$ cat config.mk
export PLATFORM = sky130hd
export DESIGN_NAME = fpu_issue_ctrl
export DESIGN_NICKNAME = d
export VERILOG_FILES = /design/src/rtl/fpu_pkg.sv /design/src/rtl/fpu_flag_decode.sv /design/src/rtl/fpu_issue_ctrl.sv
export SDC_FILE = /design/constraint.sdc
export NUM_CORES = 1
export LEC_CHECK = 0
export BUFFER_PORTS_ARGS = -buffer_cell sky130_fd_sc_hd__buf_2
export CORE_AREA = 2 2 107 134
export CTS_BUF_LIST = sky130_fd_sc_hd__clkbuf_8
export DETAILED_ROUTE_END_ITERATION = 12
export DIE_AREA = 0 0 109 136
export PLACE_DENSITY_LB_ADDON = 0.12
export SKIP_CTS_REPAIR_TIMING = 1
export SLEW_MARGIN = 20
export SYNTH_ARGS = -nofsm -noshare
export SYNTH_HDL_FRONTEND = slang
export SYNTH_SLANG_ARGS = --single-unit
export TNS_END_PERCENT = 5
$ cat constraint.sdc
create_clock -name clk -period 2.5 [get_ports clk]
set_clock_uncertainty 0.1 [all_clocks]
set_input_delay 0 -clock clk [delete_from_list [all_inputs] [get_ports clk]]
set_output_delay 0 -clock clk [all_outputs]
set_load 0.005 [all_outputs]
$ cat src/rtl/fpu_pkg.sv
// rtl/fpu_pkg.sv - op codes, FSM state and latency lookup shared by the FP issue controller
package fpu_pkg;

    localparam logic [2:0] FPU_ADD  = 3'd0;
    localparam logic [2:0] FPU_MIN  = 3'd1;
    localparam logic [2:0] FPU_MUL  = 3'd2;
    localparam logic [2:0] FPU_DIV  = 3'd3;
    localparam logic [2:0] FPU_XORI = 3'd4;

    typedef enum logic [1:0] {
        IDLE = 2'd0,
        EXEC = 2'd1,
        DONE = 2'd2
    } fpu_state_t;

    function automatic logic op_valid(input logic [2:0] op);
        return op <= FPU_XORI;
    endfunction

    // Counter preload: the last EXEC cycle is the one where cnt reaches zero.
    function automatic logic [3:0] lat_of(
        input logic [2:0] op,
        input logic [3:0] l_add,
        input logic [3:0] l_min,
        input logic [3:0] l_mul,
        input logic [3:0] l_div,
        input logic [3:0] l_xori
    );
        case (op)
            FPU_ADD:  return l_add - 4'd1;
            FPU_MIN:  return l_min - 4'd1;
            FPU_MUL:  return l_mul - 4'd1;
            FPU_DIV:  return l_div - 4'd1;
            FPU_XORI: return l_xori - 4'd1;
            default:  return 4'd0;
        endcase
    endfunction

endpackage

$ cat src/rtl/fpu_flag_decode.sv
// rtl/fpu_flag_decode.sv - classifies a single-precision word into {nan, inf, zero, neg}
module fpu_flag_decode (
    input  logic [31:0] value,
    output logic [3:0]  flags
);
    logic       exp_ones;
    logic       exp_zero;
    logic       man_zero;

    assign exp_ones = (value[30:23] == 8'hFF);
    assign exp_zero = (value[30:23] == 8'h00);
    assign man_zero = (value[22:0] == 23'd0);

    assign flags = {exp_ones & ~man_zero, exp_ones & man_zero, exp_zero & man_zero, value[31]};

endmodule

$ cat src/rtl/fpu_issue_ctrl.sv
// rtl/fpu_issue_ctrl.sv - multicycle issue/capture sequencer for the FP ALU; FPU_ISSUE_FLAGS_EN adds res_flags
module fpu_issue_ctrl
    import fpu_pkg::*;
#(
    parameter int unsigned LAT_ADD  = 2,
    parameter int unsigned LAT_MIN  = 1,
    parameter int unsigned LAT_MUL  = 3,
    parameter int unsigned LAT_DIV  = 6,
    parameter int unsigned LAT_XORI = 1
) (
    input  logic        clk,
    input  logic        rst,
    input  logic        req_valid,
    output logic        req_ready,
    input  logic [2:0]  req_op,
    input  logic [31:0] req_a,
    input  logic [31:0] req_b,
    output logic [31:0] fpu_a,
    output logic [31:0] fpu_b,
    output logic [2:0]  fpu_sel,
    input  logic [31:0] fpu_out,
    output logic        res_valid,
    input  logic        res_ready,
    output logic [31:0] res_data,
    output logic        res_err
`ifdef FPU_ISSUE_FLAGS_EN
    ,
    output logic [3:0]  res_flags
`endif
);

    fpu_state_t  state_q, state_d;
    logic [3:0]  cnt_q, cnt_d;
    logic [31:0] fpu_a_q, fpu_a_d;
    logic [31:0] fpu_b_q, fpu_b_d;
    logic [2:0]  fpu_sel_q, fpu_sel_d;
    logic [31:0] res_data_q, res_data_d;
    logic        res_err_q, res_err_d;

`ifdef FPU_ISSUE_FLAGS_EN
    logic [3:0]  res_flags_q, res_flags_d;
    logic [3:0]  alu_flags;

    fpu_flag_decode u_flag_decode (
        .value (fpu_out),
        .flags (alu_flags)
    );

    assign res_flags = res_flags_q;
`endif

    always_comb begin
        state_d    = state_q;
        cnt_d      = cnt_q;
        fpu_a_d    = fpu_a_q;
        fpu_b_d    = fpu_b_q;
        fpu_sel_d  = fpu_sel_q;
        res_data_d = res_data_q;
        res_err_d  = res_err_q;
`ifdef FPU_ISSUE_FLAGS_EN
        res_flags_d = res_flags_q;
`endif
        case (state_q)
            IDLE: begin
                if (req_valid) begin
                    fpu_a_d   = req_a;
                    fpu_b_d   = req_b;
                    fpu_sel_d = req_op;
                    if (op_valid(req_op)) begin
                        cnt_d   = lat_of(req_op, 4'(LAT_ADD), 4'(LAT_MIN), 4'(LAT_MUL),
                                         4'(LAT_DIV), 4'(LAT_XORI));
                        state_d = EXEC;
                    end else begin
                        res_data_d = 32'd0;
                        res_err_d  = 1'b1;
`ifdef FPU_ISSUE_FLAGS_EN
                        res_flags_d = 4'd0;
`endif
                        state_d    = DONE;
                    end
                end
            end
            EXEC: begin
                if (cnt_q == 4'd0) begin
                    res_data_d = fpu_out;
                    res_err_d  = 1'b0;
`ifdef FPU_ISSUE_FLAGS_EN
                    res_flags_d = (fpu_sel_q == FPU_XORI) ? 4'd0 : alu_flags;
`endif
                    state_d    = DONE;
                end else begin
                    cnt_d = cnt_q - 4'd1;
                end
            end
            DONE: begin
                if (res_ready) begin
                    state_d = IDLE;
                end
            end
            default: state_d = IDLE;
        endcase
    end

    always_ff @(posedge clk) begin
        if (rst) begin
            state_q    <= IDLE;
            cnt_q      <= 4'd0;
            fpu_a_q    <= 32'd0;
            fpu_b_q    <= 32'd0;
            fpu_sel_q  <= 3'd0;
            res_data_q <= 32'd0;
            res_err_q  <= 1'b0;
`ifdef FPU_ISSUE_FLAGS_EN
            res_flags_q <= 4'd0;
`endif
        end else begin
            state_q    <= state_d;
            cnt_q      <= cnt_d;
            fpu_a_q    <= fpu_a_d;
            fpu_b_q    <= fpu_b_d;
            fpu_sel_q  <= fpu_sel_d;
            res_data_q <= res_data_d;
            res_err_q  <= res_err_d;
`ifdef FPU_ISSUE_FLAGS_EN
            res_flags_q <= res_flags_d;
`endif
        end
    end

    assign req_ready = (state_q == IDLE);
    assign res_valid = (state_q == DONE);
    assign fpu_a     = fpu_a_q;
    assign fpu_b     = fpu_b_q;
    assign fpu_sel   = fpu_sel_q;
    assign res_data  = res_data_q;
    assign res_err   = res_err_q;

endmodule

Word level (Yosys, flattened, before mapping). Index checks and enable logic that the tools add are counted. Widths: inputs -> output; s select.

Register bits after elaboration: 106. Input port bits: 103. Output and inout port bits: 102. Logic and storage cells: 45.

Add/sub/neg operators: 1. Magnitude comparators: 1. Eq/ne operators: 10. Multiplexer cells: 18. Reduce and logical (&&, ||, !) cells: 8.

Operator list (number): $mux 32 (3); $pmux 32 s2 (1); $mux 4 (3); $pmux 3 s3 (1); $mux 2 (4); $ne 2x2->1 const B (4); $pmux 4 s2 (1); $reduce_and 4->1 (2); $eq 3x2->1 const B (2); $pmux 2 s3 (1); $logic_not 4->1 (1); $ne 2x1->1 const B (2); $sub 4x1->4 const B (1); $le 3x3->1 const B (1); $logic_not 3->1 (1); $mux 1 (3); $reduce_and 3->1 (1); $eq 2x1->1 const B (1); $eq 2x2->1 const B (1); $logic_not 2->1 (1); $pmux 1 s2 (1); $reduce_and 2->1 (1); $reduce_bool 2->1 (1).

Longest topological paths before layout. Gate-level depths: netlist (run 1).

Word-level depth: 5. Gate-level depth with buffers: 7. Mapped depth without buffers: 6.

Least setup slack after synthesis (run 1). No wires, ideal clock.

Path kind: flip-flop to flip-flop. From: register cnt_q[0]. To: register res_data_q[10], in the netlist res_data[10]. Setup time: 0.117 ns. Arrival time: 1.616 ns. Required time: 2.283 ns. Path slack: 0.668 ns. Cell stages (with the launch flop): 8. Buffers on the path: 1. Period minus slack after synthesis: 1.832 ns. Cells stage by stage: dfxtp_1 -> inv_1 -> ha_1 -> or3b_4 -> a21oi_4 -> a21oi_2 -> buf_6 -> a22o_1.

Cells in the longest elaborated chain, start to end: 3.

RTL lines: start, declared (line fpu_issue_ctrl.sv:33) `logic [3:0] cnt_q, cnt_d;`; start signal, assigned (line fpu_issue_ctrl.sv:118) `cnt_q <= cnt_d;`; $logic_not 4->1 (line fpu_issue_ctrl.sv:84) `if (cnt_q == 4'd0) begin`; $ne 2x2->1 (no source line); $reduce_and 4->1 (no source line); end signal, assigned (line fpu_issue_ctrl.sv:122) `res_data_q <= res_data_d;`; end, declared (line fpu_issue_ctrl.sv:37) `logic [31:0] res_data_q, res_data_d;`.

Every way passes these cells. A chain may end at the register's enable or synchronous reset.

Worst setup path in the final report (run 1).
From: register cnt_q[0]. To: register state_q[1].

Cells in the longest elaborated chain, start to end: 3.

RTL lines: $logic_not 4->1 (line fpu_issue_ctrl.sv:84); $ne 2x2->1 (no source line); $reduce_and 3->1 (no source line); end signal, assigned (line fpu_issue_ctrl.sv:117) `state_q <= state_d;`; end, declared (line fpu_issue_ctrl.sv:32) `fpu_state_t state_q, state_d;`.

Every way passes these cells.

==> flow_summary.toml, run 1 <==
[worst_setup_path]
crit_path_start_kind = "flip-flop"
end_kind = "flip-flop"
reg2reg_from = "cnt_q[0]"
critical_path_arrival_ps = 2410
rr_worst_depth = 7
cp_max_fo = 4
crit_type = "reg2reg"
r2r-end = "state_q[1]"
ff2ff_setup_slack_ps = 310
worstSetupEndpoint = "state_q[1]"
timing.critical_path.from = "cnt_q[0]"
cp.required_ps = 2730

[drt]
totalWireLength_um = 11600
ant_nets = 0
drcViolationCount = 0
vias_per_cell = 4.40
dr.pass1.iters = 4
drt_iter0_drc = 186
vias = 3906
routedWlPerCell_um = 13.0

[global_routing]
grt_usage_pct = 13.6
grt_pass1_wl_um = 15600
grt_max_degree = 56
antenna_found_initial = 0
overflow = 0
grt_pass1_vias = 3310

[logic_synthesis]
synth_top_cell_by_area = "dfxtp_1"
ys_warn_count = 0
synth-xor-area-share_pct = 0.235
synth_area_mm2 = 0.00373
synth.area.top_cells = "dfxtp_1 (57%), nand2_1 (14%), a21oi_1 (9.7%)"
synth_edf_count = 0
synth_compound_area_share_pct = 20.6
synth_flop_cell = "dfxtp_1"
yosys.area_share.adder_pct = 0.336
yosysMostFrequentCell = "nand2_1"
synth_top_area_share_pct = 57.0
postSynthCellCount = 416
synth_fp_nets = 520
async_reset_ff_share_pct = 0
yosys.cell_types.count = 32
ys_seq_elements = 106
synthTopCellsByCount = "nand2_1 (137), dfxtp_1 (106), a21oi_1 (72)"
syn_area_per_cell_um2 = 8.96
yosys.area_share.simple_pct = 17.4
synth_top_family_by_area = "compound AO/OA/AOI/OAI gates"
yosysSeqAreaShare_pct = 57.0
synthMuxAreaShare_pct = 0

[cells_and_area]
drive_gt1_share_pct = 32.7
instances_no_fill = 888
diodes = 0
area_growth_pct = 63.7
finalInstanceArea_mm2 = 0.00610
post-route-util_pct = 44.7
fin_nets = 812

[floorplan]
coreArea_mm2 = 0.0136
die-area_mm2 = 0.0148
die_x_um = 109
num_rows = 48
ios = 205
start_util_pct = 27.3
die_h_um = 136

[clock_tree]
cts_root_buf = "clkbuf_8"
cts.path.max_buffers = 2
tritoncts = "yes"
htreeDepth = 3
clock_latency_ps = 380
clkTransAtPathRegs_ps = 90
cts_buffers = 9
cts.sinks = 106

[power]
seq_power_share_pct = 50.6
p_sw_share_pct = 28.0
p_leak_nw = 2.88
intPower_mw = 2.69
p_comb_share_pct = 20.1
peakVddDrop_mv = 0.318
clock_power_share_pct = 29.4
switching_power_mw = 1.04
finalPower_mw = 3.73
power.density_mw_per_mm2 = 612

[sta]
slew_viol_final = 0
setup_viol = 0
fin_setup_tns_ps = 0
worst_slew_pin_slew_ps = 672
finalCriticalPeriod_ps = 2190
timing.final.hold_violations = 0
grt_setup_unrepaired = "no"
timing.fmax_mhz = 457
period_share_pct = 87.5
maxSlewHeadroom_pct = 55.2

[placement]
hpwl_um = 7300
placed_area_mm2 = 0.00488
gp_congestion = 0.720
port_buffers = 204
dp_cells = 771

[status]
status = "finished, final reports clean"

[job]
cap_violations = 0

[hold_path]
hold_start = "req_valid"
hp-class = "in2reg"
min_path_cells = 4
[cell type report]
| type | count | area [um2] |
|---|---|---|
| Multi-Input combinational cell | 277 | 1450 |
| Timing Repair Buffer | 311 | 2090 |
| Fill cell | 1317 | 7530 |
| Clock buffer | 10 | 138 |
| Tap cell | 175 | 219 |
| Clock inverter | 6 | 67.6 |
| Inverter | 3 | 11.3 |
| Sequential cell | 106 | 2120 |
[through the flow]
stage	hold WS, ps	setup slack [ps]
floorplan	25.5	668
global placement	112	479
detailed placement	114	414
CTS	-304	400
global route	25.6	214
finish	25.2	311
[critical path, cell delays in order, from the launching register on]
cell           delay [ps]
dfxtp_1               340
inv_1                 100
ha_1                  200
or3b_4                450
a21oi_4               190
nand2_1                80
a21oi_1               120
dlygate4sd3_1         560
[placed cells by master, fill, tap and decap left out, types with 2 or more instances in the layout]
cell	instances
nor2_1	4
nand2_1	136
nor3_1	3
a211oi_1	5
buf_2	204
a21oi_1	72
dfxtp_1	106
a22o_1	32
nor2b_1	3
dlygate4sd3_1	101
clkinv_4	3
nor3b_1	2
nand2b_1	2
inv_1	4
clkbuf_8	10
buf_4	5
o21ai_1	2
[routing by layer]
metal / vias to the layer above / part of all wire, % / GRT usage [%]
li1: 1985 / - / -
met1: 1781 / 41 / 15.0
met2: 124 / 50 / 23.3
met3: 16 / 6.1 / 3.69
met4: 0 / 2.3 / 7.62
met5: - / 0 / 0
[state kept, by name (all words and copies together) (netlist names)]
| signal | count |
|---|---|
| res_data | 32 |
| cnt_q | 4 |
| fpu_a | 32 |
| state_q | 2 |
| fpu_b | 32 |
| res_err | 1 |
| fpu_sel | 3 |
[cells by family (layout without fill, tap and decap cells)]
kind of cell	count (synthesis)	in the layout
AND/OR/NAND/NOR	157	157
AO/OA/AOI/OAI	118	118
flip-flops	106	106
buffers and inverters	33	330
adder cells (fa/ha/maj)	1	1
XOR/XNOR	1	1
[power groups by stage]
stage          sequential [mW]  combinational, mW  clock, mW
6_report                  1.89              0.748       1.10
5_1_grt                   1.90              0.838       1.21
4_1_cts                   1.89              0.633       1.16
3_5_place_dp              1.93              0.632          0
3_3_place_gp              1.92              0.622          0
2_1_floorplan             1.93              0.344          0
[worst min path at each step]
stage | to | slack (ps)
global route | fpu_b[21] | 30
finish | state_q[0] | 30
CTS | res_data[1] | -300
floorplan | res_data[10] | 30
global placement | res_data[25] | 110
detailed placement | res_data[11] | 110
(Power assumes the default switching activity.)
==> run 2, diff against run 1 <==
Settings changed: HOLD_SLACK_MARGIN from default to 0.03.
==> flow_summary.toml, run 2 (same netlist as run 1, synthesis figures left out) <==
[worst_setup_path]
path_cells = "inv_1, ha_1, or3b_4, a21oi_4, nand2_1, a21oi_1, dlygate4sd3_1"
crit_path_start_kind = "flip-flop"
max_stage_delay_ps = 560
critical_path_arrival_ps = 2410
cp.required_ps = 2720
critical_path.top_delay_family = "buffers and inverters"
end_kind = "flip-flop"
crit_type = "reg2reg"
slowest_stage = "dlygate4sd3_1"
cp_max_fo = 4
cp_num_buf_inv = 2

[sta]
fin_setup_tns_ps = 0
setup_ws_ps = 312
hold_slack_ps = 25.9
timing.fmax_mhz = 457
setup_viol = 0
maxSlewHeadroom_pct = 55.6
worst_slew_pin_slew_ps = 666
grt_setup_unrepaired = "no"
period_share_pct = 87.5
finalCriticalPeriod_ps = 2190
timing.final.hold_violations = 0
slew_viol_final = 0

[drt]
vias = 3926
totalWireLength_um = 11600
drt_iter0_drc = 197
ant_nets = 0
vias_per_cell = 4.42
drcViolationCount = 0
dr.pass1.iters = 4
routedWlPerCell_um = 13.0

[floorplan]
ios = 205
die-area_mm2 = 0.0148
die_x_um = 109
coreArea_mm2 = 0.0136
start_util_pct = 27.3
die_h_um = 136
num_rows = 48

[global_routing]
overflow = 0
grt_max_degree = 56
grt_pass1_wl_um = 15600
grt_usage_pct = 13.6
antenna_found_initial = 0
grt_pass1_vias = 3310

[clock_tree]
cts_root_buf = "clkbuf_8"
htreeDepth = 3
tritoncts = "yes"
cts_buffers = 9
clock_latency_ps = 380
cts.path.max_buffers = 2
clkTransAtPathRegs_ps = 90
cts.sinks = 106

[placement]
place_ws_ps = 414
hpwl_um = 7300
gp_congestion = 0.720
dp_cells = 771
port_buffers = 204

[status]
status = "finished, final reports clean"

[power]
power.density_mw_per_mm2 = 611
p_leak_nw = 2.88
peakVddDrop_mv = 0.318

[cells_and_area]
most-common-layout-cells = "buf_2 (204), nand2_1 (136), dfxtp_1 (106)"
fin_nets = 813
area_growth_pct = 64.0
mostFrequentLayoutCell = "buf_2"
post-route-util_pct = 44.8
diodes = 0
instances_no_fill = 889
drive_gt1_share_pct = 32.6

[hold_path]
hp-class = "in2reg"

[job]
cap_violations = 0
-- run 2: final timing paths --
check                 start    endpoint  slack (ps)  depth (start not counted)
setup / recovery   cnt_q[0]  state_q[1]         310                          7
hold / removal    req_valid  state_q[0]          30                          4
setup reg to reg   cnt_q[0]  state_q[1]         310                          7
hold reg to reg   fpu_a[27]   fpu_a[27]         360                          2
-- run 2: cell type report --
class | instances | area [um2]
Clock buffer | 10 | 138
Tap cell | 175 | 219
Clock inverter | 6 | 67.6
Sequential cell | 106 | 2120
Inverter | 3 | 11.3
Multi-Input combinational cell | 277 | 1450
Timing Repair Buffer | 312 | 2100
Fill cell | 1316 | 7520
-- run 2: worst register-to-register path, cell delays in order (launching register included) --
cell,delay (ps)
dfxtp_1,340
inv_1,100
ha_1,200
or3b_4,450
a21oi_4,190
nand2_1,80
a21oi_1,120
dlygate4sd3_1,560
-- run 2: per-stage QoR --
step,area (um2),total power [mW]
CTS,5090,3.68
global route,6110,3.95
detailed placement,4880,2.56
global placement,4880,2.55
finish,6110,3.73
floorplan,3730,2.27
-- run 2: per-layer routing --
metal  routed length, um  track usage, %
met3                 706            3.69
met4                 259            7.62
met1                4800            15.0
met2                5840            23.3
met5                   0               0
-- run 2: power by group --
group / leakage, nW / switching (mW) / internal [mW]
Sequential: 0.867 / 0.0719 / 1.82
Combinational: 1.91 / 0.370 / 0.381
Clock: 0.104 / 0.601 / 0.492
Total: 2.88 / 1.04 / 2.69
==> run 3, diff against run 2 <==
Settings changed: CTS_BUF_LIST sky130_fd_sc_hd__clkbuf_8 to sky130_fd_sc_hd__clkbuf_4.
==> flow_summary.toml, run 3 (same netlist as run 1, synthesis figures left out) <==
[status]
status = "finished, final reports clean"

[worst_setup_path]
critical_path_arrival_ps = 2710
crit_path_start_kind = "flip-flop"
cp.required_ps = 2820
rr_worst_depth = 5
reg2reg_from = "state_q[1]"
ff2ff_setup_slack_ps = 110
end_kind = "flip-flop"
r2r-end = "fpu_b[15]"
crit_type = "reg2reg"
cp_max_fo = 25

[global_routing]
overflow = 0
antenna_found_initial = 1
grt_pass1_wl_um = 15500
grt_usage_pct = 13.5
grt_max_degree = 56
grt_pass1_vias = 3299

[cells_and_area]
multi_input_area_mm2 = 0.00145
drive_gt1_share_pct = 32.0
fillerInstances = 1321
mostFrequentLayoutCell = "buf_2"
instances_no_fill = 905
fin_nets = 828
most-common-layout-cells = "buf_2 (204), nand2_1 (136), dlygate4sd3_1 (117)"
area_growth_pct = 66.4
seq_area_mm2 = 0.00212

[power]
peakVddDrop_mv = 0.300
power.density_mw_per_mm2 = 575
p_leak_nw = 2.91

[sta]
timing.fmax_mhz = 419
maxSlewHeadroom_pct = 53.3
fin_setup_tns_ps = 0
finalCriticalPeriod_ps = 2390
timing.final.hold_violations = 0
setup_viol = 0
worst_slew_pin_slew_ps = 700
slew_viol_final = 0
grt_setup_unrepaired = "no"
period_share_pct = 95.5
setup_ws_ps = 113

[floorplan]
ios = 205
die_x_um = 109
num_rows = 48
die_h_um = 136
start_util_pct = 27.3
coreArea_mm2 = 0.0136
die-area_mm2 = 0.0148

[hold_path]
hold_start = "fpu_out[29]"
hold_end = "res_data[29]"
min_path_cells = 3
hp-class = "in2reg"

[placement]
dp_cells = 771
port_buffers = 204
hpwl_um = 7300
gp_congestion = 0.720
place_ws_ps = 414

[clock_tree]
cts_buffers = 9
tritoncts = "yes"
clkTransAtPathRegs_ps = 160
clock_latency_ps = 470
cts.sinks = 106
htreeDepth = 3
cts.path.max_buffers = 2
cts_root_buf = "clkbuf_4"

[drt]
drt_iter0_drc = 192
routedWlPerCell_um = 13.0
vias_per_cell = 4.40
dr.pass1.iters = 4
ant_nets = 0
drcViolationCount = 0
vias = 3986
totalWireLength_um = 11800

[job]
cap_violations = 0
## run 3: cell types whose count changed in the layout (fill, tap and decap cells not counted), sizes merged
| cell | delta |
|---|---|
| dlygate4sd3 | +15 |
| clkinv | +1 |
| diode | +1 |
| inv | -1 |
## run 3: how the worst max path moves through the flow
stage	from	end	slack [ps]
4_1_cts	cnt_q[0]	res_data[16]	390
2_1_floorplan	cnt_q[0]	res_data[10]	670
3_3_place_gp	cnt_q[0]	res_data[14]	480
6_report	state_q[1]	fpu_b[15]	110
3_5_place_dp	cnt_q[0]	res_data[6]	410
5_1_grt	state_q[1]	fpu_b[13]	1
## run 3: area by class of cell
type | instances | area share, %
Antenna cell | 1 | 0.0404
Clock buffer | 10 | 1.21
Clock inverter | 6 | 1.09
Inverter | 3 | 0.182
Multi-Input combinational cell | 277 | 23.4
Sequential cell | 106 | 34.2
Tap cell | 175 | 3.53
Timing Repair Buffer | 327 | 36.3
## run 3: critical path, cell delays in order (launching register included)
cell	delay [ps]
dfxtp_1	440
nor3b_4	590
buf_4	390
nand2_1	100
a21oi_1	140
dlygate4sd3_1	570
## run 3: through the flow
stage,area (um2),hold slack [ps],utilization (%),power [mW]
after detailed placement,4880,114,35.8,2.56
final,6200,165,45.5,3.57
after global placement,4880,112,35.8,2.55
after CTS,5030,-428,36.9,3.48
after global routing,6200,129,45.5,3.78
after floorplan,3730,25.5,-,2.27
## run 3: where the power goes
part | internal [mW] | switching, mW
Sequential | 1.82 | 0.0717
Combinational | 0.404 | 0.375
Clock | 0.319 | 0.579
Total | 2.54 | 1.03
## run 3: per-layer routing
metal  part of all wire, %  global-route usage [%]  wire, um
met1                    41                    14.9      4800
met2                    51                    23.2      6000
met3                   6.4                    4.55       756
met4                   1.7                    5.91       195
met5                     0                       0         0
